$ cat config.mk
export PLATFORM = sky130hd
export DESIGN_NAME = seg7_scan_decoder
export DESIGN_NICKNAME = d
export VERILOG_FILES = /design/src/rtl/seg7_scan_decoder.sv
export SDC_FILE = /design/constraint.sdc
export NUM_CORES = 1
export LEC_CHECK = 0
export CORE_MARGIN = 8
export CORE_UTILIZATION = 53
export DETAILED_ROUTE_END_ITERATION = 16
export PLACE_DENSITY_LB_ADDON = 0.08
export SLEW_MARGIN = 20
export SYNTH_ARGS = -nofsm -noshare
export SYNTH_HDL_FRONTEND = slang
export SYNTH_SLANG_ARGS = --single-unit
$ cat constraint.sdc
create_clock -name CLK -period 9.4 [get_ports CLK]
set_clock_uncertainty 0.05 [all_clocks]
set_input_delay 1.88 -clock CLK [delete_from_list [all_inputs] [get_ports CLK]]
set_output_delay 1.88 -clock CLK [all_outputs]
set_load 0.1 [all_outputs]
$ cat src/rtl/seg7_scan_decoder.sv
// Scanned 7-segment display decoder: frame assembly, debounce, publish.
// Optional dp capture enabled by defining SEG7_DP_CAPTURE_EN.
module seg7_scan_decoder #(
  parameter int STABLE_FRAMES = 2
) (
  input  logic        CLK,
  input  logic        RST_N,
  input  logic [7:0]  Segment,
  input  logic [3:0]  DigitSel,
  input  logic        SegStrobe,
  input  logic        Ready,
  input  logic        ErrClr,
  output logic [15:0] BCD_Out,
  output logic [3:0]  DP_Out,
  output logic        Valid,
  output logic [2:0]  ErrFlag
);

  localparam logic [3:0] STABLE = 4'(STABLE_FRAMES);

  logic [3:0]  seen;
  logic [15:0] slot_nib;
  logic [3:0]  slot_dp;
  logic [15:0] cand_nib;
  logic [3:0]  cand_dp;
  logic [3:0]  mcnt;
  logic [15:0] pub_nib;
  logic [3:0]  pub_dp;
  logic        pub_once;

  logic [3:0]  pat_nib;
  logic        pat_bad;
  logic        dp_in;
  logic        sel_ok;
  logic        wr;
  logic        complete;
  logic [15:0] frm_nib;
  logic [3:0]  frm_dp;
  logic        same;
  logic        changed;
  logic [3:0]  mcnt_nx;
  logic        pub_req;
  logic        load;
  logic        ovr;
  logic [2:0]  err_set;

`ifdef SEG7_DP_CAPTURE_EN
  assign dp_in = Segment[7];
`else
  assign dp_in = Segment[7] & 1'b0;
`endif

  // exact-match segment pattern to nibble
  always_comb begin
    pat_nib = 4'hF;
    pat_bad = 1'b0;
    unique case (Segment[6:0])
      7'h7E: pat_nib = 4'h0;
      7'h30: pat_nib = 4'h1;
      7'h6D: pat_nib = 4'h2;
      7'h79: pat_nib = 4'h3;
      7'h33: pat_nib = 4'h4;
      7'h5B: pat_nib = 4'h5;
      7'h5F: pat_nib = 4'h6;
      7'h70: pat_nib = 4'h7;
      7'h7F: pat_nib = 4'h8;
      7'h7B: pat_nib = 4'h9;
      7'h00: pat_nib = 4'hA;
      default: pat_bad = 1'b1;
    endcase
  end

  assign sel_ok   = (DigitSel != 4'h0) &&
                    ((DigitSel & (DigitSel - 4'h1)) == 4'h0);
  assign wr       = SegStrobe && sel_ok;
  assign complete = wr && (&(seen | DigitSel));

  // frame contents as they stand after this strobe
  always_comb begin
    frm_nib = slot_nib;
    frm_dp  = slot_dp;
    for (int i = 0; i < 4; i++) begin
      if (DigitSel[i]) begin
        frm_nib[i*4 +: 4] = pat_nib;
        frm_dp[i]         = dp_in;
      end
    end
  end

  assign same    = {frm_dp, frm_nib} == {cand_dp, cand_nib};
  assign changed = ({frm_dp, frm_nib} != {pub_dp, pub_nib}) || !pub_once;
  assign mcnt_nx = !same ? 4'd1 :
                   (mcnt == 4'hF) ? 4'hF : mcnt + 4'd1;
  assign pub_req = complete && (mcnt_nx == STABLE) && changed;
  assign load    = pub_req && (!Valid || Ready);
  assign ovr     = pub_req && Valid && !Ready;
  assign err_set = {ovr, SegStrobe && !sel_ok, SegStrobe && pat_bad};

  // frame slots and seen bits; seen clears as the frame completes
  always_ff @(posedge CLK) begin
    if (!RST_N) begin
      seen     <= 4'h0;
      slot_nib <= 16'h0;
      slot_dp  <= 4'h0;
    end else if (wr) begin
      seen     <= complete ? 4'h0 : (seen | DigitSel);
      slot_nib <= frm_nib;
      slot_dp  <= frm_dp;
    end
  end

  // candidate frame and its consecutive-match count
  always_ff @(posedge CLK) begin
    if (!RST_N) begin
      cand_nib <= 16'h0;
      cand_dp  <= 4'h0;
      mcnt     <= 4'h0;
    end else if (complete) begin
      cand_nib <= frm_nib;
      cand_dp  <= frm_dp;
      mcnt     <= mcnt_nx;
    end
  end

  // publish register and valid/ready handshake
  always_ff @(posedge CLK) begin
    if (!RST_N) begin
      BCD_Out  <= 16'h0;
      DP_Out   <= 4'h0;
      Valid    <= 1'b0;
      pub_nib  <= 16'h0;
      pub_dp   <= 4'h0;
      pub_once <= 1'b0;
    end else if (load) begin
      BCD_Out  <= frm_nib;
      DP_Out   <= frm_dp;
      Valid    <= 1'b1;
      pub_nib  <= frm_nib;
      pub_dp   <= frm_dp;
      pub_once <= 1'b1;
    end else if (Valid && Ready) begin
      Valid    <= 1'b0;
    end
  end

  // sticky error flags; a new event beats a clear
  always_ff @(posedge CLK) begin
    if (!RST_N) begin
      ErrFlag <= 3'b000;
    end else begin
      ErrFlag <= (ErrClr ? 3'b000 : ErrFlag) | err_set;
    end
  end

endmodule

After elaboration in Yosys (flattened, before gate mapping)
Cells that the tools add are included.
{ "op_classes": {"bitwise": 3, "reduce_logical": 23, "n_addsub": 2, "n_mux": 16, "eq_ne": 14} }
{ "op_table": {"columns": ["op", "count"], "rows": [
  ["7-bit equality test, second input constant", 8],
  ["4-bit case mux with 11 select lines", 1],
  ["4-bit 2-to-1 mux", 7],
  ["20-bit equality test", 1],
  ["20-bit inequality test", 1],
  ["7-bit by 6-bit equality test with 1-bit output, second input constant", 2],
  ["1-bit logical AND", 11],
  ["11-bit OR reduction", 1],
  ["7-bit zero test", 1],
  ["1-bit 2-to-1 mux", 7],
  ["4-bit by 1-bit adder with 4-bit output, second input constant", 1],
  ["4-bit bitwise AND", 1],
  ["4-bit by 2-bit equality test with 1-bit output, second input constant", 1],
  ["4-bit equality test, second input constant", 1],
  ["1-bit zero test", 4],
  ["4-bit zero test", 1],
  ["4-bit OR", 1],
  ["4-bit AND reduction", 1],
  ["4-bit nonzero test", 1],
  ["4-bit by 1-bit subtractor with 4-bit output, second input constant", 1],
  ["3-bit 2-to-1 mux", 1],
  ["3-bit OR", 1],
  ["1-bit logical OR", 2],
  ["2-bit nonzero test", 1]
]} }
{ "word_totals": {"wordCells": 69, "register_bits": 73, "in_bits": 17} }

Logic depth before layout (Yosys ltp)
Gate-level depths: netlist (run 1).
{ "depth": {"word_depth": 11, "depth_mapped": 14} }

Least setup slack after synthesis (run 1)
Ideal clock, no wire load.
{ "synth_timing": {"kind": "input-to-reg", "startpoint": "input Segment[3]", "endpoint": "register pub_nib[8]", "path_buffers": 4, "setup_ps": 123, "cell_stages": 13, "arrival_ps": 4406, "slack_ps": 4820, "cell_sequence": "buf_2 and4_1 nor4b_1 or3_1 buf_2 o31a_1 buf_6 o2bb2ai_2 nor4_2 and4_1 and3_1 buf_4 mux2_1"} }
{ "synth_via": {"elab_chain_cells": 9, "word_cells_on_any_way": 24, "classes_between": "13 x eq/ne; 6 x mux; 5 x reduce/logical"} }
{ "synth_lines": {"columns": ["element", "line_no", "rtl"], "rows": [
  ["start: declaration", "8", "input logic [7:0] Segment,"],
  ["7-bit equality test (tied with other cells)", "57", "unique case (Segment[6:0])"],
  ["4-bit case mux with 11 select lines (*)", "57", null],
  ["4-bit 2-to-1 mux", "83", "if (DigitSel[i]) begin"],
  ["20-bit equality test", "90", "assign same = {frm_dp, frm_nib} == {cand_dp, cand_nib};"],
  ["4-bit 2-to-1 mux", "92", "assign mcnt_nx = !same ? 4'd1 :"],
  ["4-bit by 2-bit equality test with 1-bit output", "94", "assign pub_req = complete && (mcnt_nx == STABLE) && changed;"],
  ["1-bit logical AND (2 in series)", "94", null],
  ["1-bit logical AND", "95", "assign load = pub_req && (!Valid || Ready);"],
  ["end signal: assignment", "138", "pub_nib <= frm_nib;"],
  ["end: declaration", "27", "logic [15:0] pub_nib;"]
]} }
Mark *: on every way between the ends. The rest lies on a longest branch, timed or not.
A chain may end at the register's enable or synchronous reset.

Worst setup path after layout (run 1)
{ "layout_timing": {"startpoint": "input DigitSel[3]", "endpoint": "register pub_nib[8]"} }
{ "layout_via": {"elab_chain_cells": 9, "word_cells_on_any_way": 19, "classes_between": "1 x add/sub; 3 x eq/ne; 3 x mux; 2 x bitwise; 10 x reduce/logical"} }
{ "layout_lines": {"columns": ["element", "line_no", "rtl"], "rows": [
  ["start: declaration", "9", "input logic [3:0] DigitSel,"],
  ["4-bit by 1-bit subtractor with 4-bit output", "74", "((DigitSel & (DigitSel - 4'h1)) == 4'h0);"],
  ["4-bit bitwise AND", "74", null],
  ["4-bit zero test", "74", null],
  ["1-bit logical AND", "73", "assign sel_ok = (DigitSel != 4'h0) &&"],
  ["1-bit logical AND", "75", "assign wr = SegStrobe && sel_ok;"],
  ["1-bit logical AND", "76", "assign complete = wr && (&(seen | DigitSel));"],
  ["1-bit logical AND", "94", null],
  ["1-bit logical AND (*)", "94", null],
  ["1-bit logical AND (*)", "95", null]
]} }
Marked as above.

==> metrics, run 1 <==
status complete, no violations; pre-CTS WS 2.82 ns; total CTS buffers 9; Post-layout nets 636; Root Buffer clkbuf_8; WHS Endpoint seen[2]; R2R Path Start cand_nib[10]; CTS resizes 0; Post-synth ARST share 0; vias in the first global route 4233; end of the worst register-to-register path pub_nib[8]; crit-path cells clkdlybuf4s50_1, inv_1, o21ai_0, o21a_1, nor4_1, nand4_1, nor4_2, and4_1, and3_1, buf_4, mux2_1; Util after Layout 0.622; syn_nets 617; fin. max-slew vios 0; initial core utilization 0.548; dpl cell area 0.00491 sq mm; IO buf count 39; DR iter-0 viols 499; clock-pin slew on the worst setup and hold paths 0.08 ns; Hold Slack 0.407 ns; DR DRC count 0; share of the yosys chip area belonging to registers 0.324; crit path time final 6.27 ns; worst skew pair latency 0.36 ns; Global Route Usage Sum 0.257; initial antenna violation count 0; unrepaired setup endpoints after global routing no; DRT Pass-1 Iters 5; critical path arrival 6.47 ns; final setup margin 3.13 ns; Layout area overhead 13.5%; Die Y-Extent 108 um; CP Capture Type register; Synth Area per Inst 7.52 sq um; DR WL/cell 20.6 um; pin count of the biggest net entering global routing 48; Setup CP Type input port to register; CP Data Required Time 9.60 ns; cell family with most CP delay simple AND/OR/NAND/NOR gates; synthesized instance count 599; maximum buffer depth of the clock tree 2; Max Fclk 159 MHz; yosys warns 0; Core Footprint 0.00822 sq mm; Critical Path Start Type input port; most frequent cells in the layout 73 x dfxtp_1, 71 x nand2_1, 69 x nor2_1; Setup Buffers After CTS 0; Worst R2R Setup Slack 5.35 ns; Seq cells post-synth 73; sequential share of power 0.476; R2R cell count 10; Overflow after GRT 0; die width 108 um; EDFF count, synth 0; antenna viol nets, final 0; pwr dens 133 mW/mm^2; P_sw 0.199 mW; share of cells above drive strength 1 0.0578; post-synth cell types 72; Hold Startpoint seen[2]; Combinational Power Share 0.140; Vias 4628; setup TNS 0 ns; VDD IR-drop max 0.0935 mV; hold_buf cts 0; main flop type after synthesis dfxtp_1; CP peak stage delay 0.85 ns; hold path cells 2; max cap viols 0; GP Congestion 0.988; Final Setup Violations 0; Internal 0.481 mW; Final Hold Fails 0; IO Count 41; Final Cell Area 0.00511 sq mm; first-pass GRT wire length 23500 um; relative slew slack 0.312; Leak 1.85 nW; # clock sinks 73; dpl hpwl 10800 um; worst slew pin tran 1.03 ns; clock power share 0.383; TritonCTS clock tree done; die area 0.0117 sq mm; switching share of total power 0.293; WL final 15000 um; fin crit share 0.667; commonest non-fill, non-tap cell in the layout dfxtp_1; # diodes 0; worst hold path type register to register; vias per inst 6.36; CP max stage cell clkdlybuf4s50_1; synthesized area 0.00450 sq mm; CTS HTree Levels 3; Rows 33; Buffers & Inverters on Critical Path 3; Worst Path Max Fanout 21
-- layout make-up --
| type | instances | area (sq um) |
|---|---|---|
| clock buffers | 11 | 141 |
| clock inverters | 5 | 62.6 |
| fillers | 745 | 3100 |
| inverters | 27 | 101 |
| multi-input cells | 457 | 2740 |
| flip-flops and latches | 73 | 1460 |
| well taps | 105 | 131 |
| repair buffers | 50 | 473 |
-- stage by stage --
| step | power, mW | cells |
|---|---|---|
| final | 0.680 | 728 |
| after global placement | 0.422 | 712 |
| after CTS | 0.682 | 728 |
| after global routing | 0.702 | 728 |
| after detailed placement | 0.423 | 712 |
| after floorplan | 0.394 | 599 |
-- logic make-up after synthesis --
kind of cell,after synthesis,share of synthesized area
adder cells (fa/ha/maj),1,0.00278
XOR/XNOR,24,0.0467
flip-flops,73,0.324
buffers and inverters,69,0.0669
AO/OA/AOI/OAI,174,0.257
AND/OR/NAND/NOR,238,0.258
multiplexers,20,0.0447
-- how the worst max path moves through the flow --
stage | from | end | slack [ns] | cells after the start
2_1_floorplan | Segment[3] | pub_nib[8] | 4.82 | 13
3_3_place_gp | DigitSel[3] | pub_nib[8] | 2.87 | 11
3_5_place_dp | Segment[2] | pub_nib[8] | 2.82 | 11
4_1_cts | Segment[2] | pub_nib[8] | 3.20 | 11
5_1_grt | Segment[0] | pub_nib[8] | 2.84 | 12
6_report | DigitSel[3] | pub_nib[8] | 3.13 | 11
-- power groups by stage --
| stage | clock network (mW) | registers [mW] | logic [mW] |
|---|---|---|---|
| after floorplan | 0 | 0.333 | 0.0618 |
| after global placement | 0 | 0.330 | 0.0920 |
| after detailed placement | 0 | 0.331 | 0.0929 |
| after CTS | 0.265 | 0.323 | 0.0935 |
| after global routing | 0.275 | 0.324 | 0.103 |
| final | 0.261 | 0.324 | 0.0955 |
-- per-layer routing --
| layer | vias up | routed length, um | track usage |
|---|---|---|---|
| met5 | - | 0 | 0 |
| met4 | 0 | 326 | 0.101 |
| met3 | 31 | 1360 | 0.0512 |
| met2 | 257 | 6680 | 0.396 |
| met1 | 2146 | 6610 | 0.345 |
| li1 | 2194 | - | - |
-- cells in the mapped netlist (8+ instances only) --
cell      instances  area (sq um)
dfxtp_1          73          1460
nand2_1          71           267
nor2_1           69           259
a21oi_1          61           305
clkbuf_1         30           113
inv_1            26          97.6
mux2i_1          19           190
a211oi_1         18           135
nand2b_1         17           106
a31oi_1          16           100
o21ai_0          14          70.1
xor2_1           14           123
nor3_1           13          65.1
nand3_1          12          60.1
o22ai_1          12          75.1
xnor2_1          10          87.6
and3_1            8          50.1
nand4_1           8          50.1
-- worst min-delay path, stage by stage (launching register included) --
cell and delay (ns):
dfxtp_1 0.32, inv_1 0.05, a21oi_1 0.05
-- state kept, by name, indices dropped and copies added (netlist names) --
name      flops
mcnt          4
pub_once      1
slot_nib     16
pub_dp        4
cand_dp       4
slot_dp       4
Valid         1
seen          4
ErrFlag       3
pub_nib      16
cand_nib     16
Note: power is estimated with default switching activity, not from simulation.
==> run 2, diff against run 1 <==
==> constraint.sdc (replaced) <==
create_clock -name CLK -period 5.8 [get_ports CLK]
set_clock_uncertainty 0.05 [all_clocks]
set_input_delay 1.16 -clock CLK [delete_from_list [all_inputs] [get_ports CLK]]
set_output_delay 1.16 -clock CLK [all_outputs]
set_load 0.1 [all_outputs]
==> run 2 against run 1 <==
Effect of this change:
- non-clock buffer count is 6 higher
- core utilization is 0.72 points higher
- flip-flop and latch count did not move
- setup slack worse by 2.4 ns
- global-route usage rose by 0.99 points
- cell count grew 0.82%
- cell area rose by 1.2%
==> metrics, run 2 (synthesized netlist as in run 1, its figures left out) <==
status complete, no violations (unchanged); share of cells above drive strength 1 0.0668 (was 0.0578); Worst R2R Setup Slack 2.29 ns (was 5.35 ns); R2R cell count 10 (unchanged); DR WL/cell 21.4 um (was 20.6 um); Layout area overhead 14.8% (was 13.5%); Rows 33 (unchanged); R2R Path Start cand_nib[10] (unchanged); Final Setup Violations 0 (unchanged); dpl hpwl 11200 um (was 10800 um); clock-pin slew on the worst setup and hold paths 0.08 ns (about the same); IO Count 41 (unchanged); total CTS buffers 9 (unchanged); Critical Path Start Type input port (unchanged); Worst Path Max Fanout 12 (was 21); Die Y-Extent 108 um (unchanged); most used cell along the critical path and4_1; Post-layout nets 642 (was 636); worst slew pin tran 1.08 ns (was 1.03 ns); VDD IR-drop max 0.156 mV (was 0.0935 mV); fin. max-slew vios 0 (unchanged); hold_buf cts 0 (unchanged); die width 108 um (unchanged); CP max stage cell a2111oi_1 (was clkdlybuf4s50_1); Setup Buffers After CTS 0 (unchanged); vias in the first global route 4236 (was 4233); Non-Filler Instances 734 (was 728); first-pass GRT wire length 24300 um (was 23500 um); antenna viol nets, final 0 (unchanged); IO buf count 39 (unchanged); Setup CP Type input port to register (unchanged); maximum buffer depth of the clock tree 2 (unchanged); pin count of the biggest net entering global routing 34 (was 48); critical path arrival 5.27 ns (was 6.47 ns); most frequent cells in the layout 73 x dfxtp_1, 71 x nand2_1, 69 x nor2_1 (unchanged); WL final 15700 um (was 15000 um); Max Fclk 199 MHz; Fillers 742 (was 745); hold path cells 2 (unchanged); DR iter-0 viols 507 (was 499); Leak 1.89 nW (was 1.85 nW); Core Footprint 0.00822 sq mm (unchanged); relative slew slack 0.281 (was 0.312); fin crit share 0.867; worst hold path type register to register (unchanged); Hold Startpoint seen[1] (was seen[2]); commonest non-fill, non-tap cell in the layout dfxtp_1 (unchanged); CP Capture Type register (unchanged); Root Buffer clkbuf_8 (unchanged); DRT Pass-1 Iters 7 (was 5); TritonCTS clock tree done (unchanged); Overflow after GRT 0 (unchanged); setup TNS 0 ns (unchanged); vias per inst 6.41 (was 6.36); # clock sinks 73 (unchanged); worst skew pair latency 0.37 ns (was 0.36 ns); Global Route Usage Sum 0.267 (was 0.257); Cells after DPL 718 (was 712); WHS Endpoint seen[1] (was seen[2]); Vias 4702 (was 4628); Final Hold Fails 0 (unchanged); die area 0.0117 sq mm (unchanged); crit-path cells clkdlybuf4s50_1, and4_1, nor4b_1, or3_1, nor2_2, o221ai_1, a2111oi_1, and4_1, and3_1, buf_4, mux2i_1 (was clkdlybuf4s50_1, inv_1, o21ai_0, o21a_1, nor4_1, nand4_1, nor4_2, and4_1, and3_1, buf_4, mux2_1); max cap viols 0 (unchanged); CTS resizes 0 (unchanged); end of the worst register-to-register path pub_dp[0] (was pub_nib[8]); initial core utilization 0.548 (unchanged); unrepaired setup endpoints after global routing no (unchanged); crit path time final 5.03 ns; initial antenna violation count 0 (unchanged); GP Congestion 1.01 (was 0.988); pwr dens 222 mW/mm^2 (was 133 mW/mm^2); Largest regs cand_nib (16), pub_nib (16), slot_nib (16) (unchanged); CP peak stage delay 0.73 ns (was 0.85 ns); DR DRC count 0 (unchanged); CP Data Required Time 6.04 ns (was 9.60 ns); CTS HTree Levels 3 (unchanged); # diodes 0 (unchanged)
## run 2: how the worst max path moves through the flow
stage / endpoint / startpoint / slack, ns
finish: pub_dp[0] / Segment[0] / 0.77
global route: pub_dp[0] / Segment[6] / 0.62
CTS: pub_dp[0] / Segment[0] / 0.80
detailed placement: pub_dp[0] / Segment[0] / 0.47
global placement: pub_dp[2] / Segment[0] / 0.50
floorplan: pub_nib[8] / Segment[3] / 1.94
## run 2: report_power, final
part	total (mW)	internal, mW	switching [mW]	leakage (nW)
clock	0.464	0.244	0.220	0.107
sequential	0.525	0.511	0.0134	0.591
combinational	0.160	0.0578	0.103	1.19
## run 2: area by class of cell
type | count | area [sq um] | area share
multi-input combinational | 457 | 2740 | 0.530
inverter | 27 | 101 | 0.0196
clock buffer | 10 | 128 | 0.0247
tap | 105 | 131 | 0.0254
sequential | 73 | 1460 | 0.283
timing repair buffer | 56 | 518 | 0.100
clock inverter | 6 | 90.1 | 0.0174
## run 2: through the flow
step / hold slack [ns] / cell area [sq um] / util / worst slack (ns) / power [mW]
floorplan: 0.376 / 4500 / - / 1.94 / 0.639
global placement: 0.385 / 4950 / 0.603 / 0.504 / 0.689
detailed placement: 0.392 / 4950 / 0.603 / 0.466 / 0.691
CTS: 0.406 / 5170 / 0.629 / 0.804 / 1.14
global route: 0.430 / 5170 / 0.629 / 0.616 / 1.18
finish: 0.407 / 5170 / 0.629 / 0.770 / 1.15
## run 2: metal layers
| layer | vias to the layer above | routed length, um | track usage |
|---|---|---|---|
| met5 | - | 0 | 0 |
| met4 | 0 | 422 | 0.112 |
| met3 | 40 | 1540 | 0.0547 |
| met2 | 268 | 6820 | 0.390 |
| met1 | 2199 | 6960 | 0.372 |
| li1 | 2195 | - | - |
## run 2: critical path: cells and delay by family
kind,cells,cell delay (ns)
compound gates,2,0.90
buf+inv,2,0.90
mux,1,0.22
simple gates,6,2.06
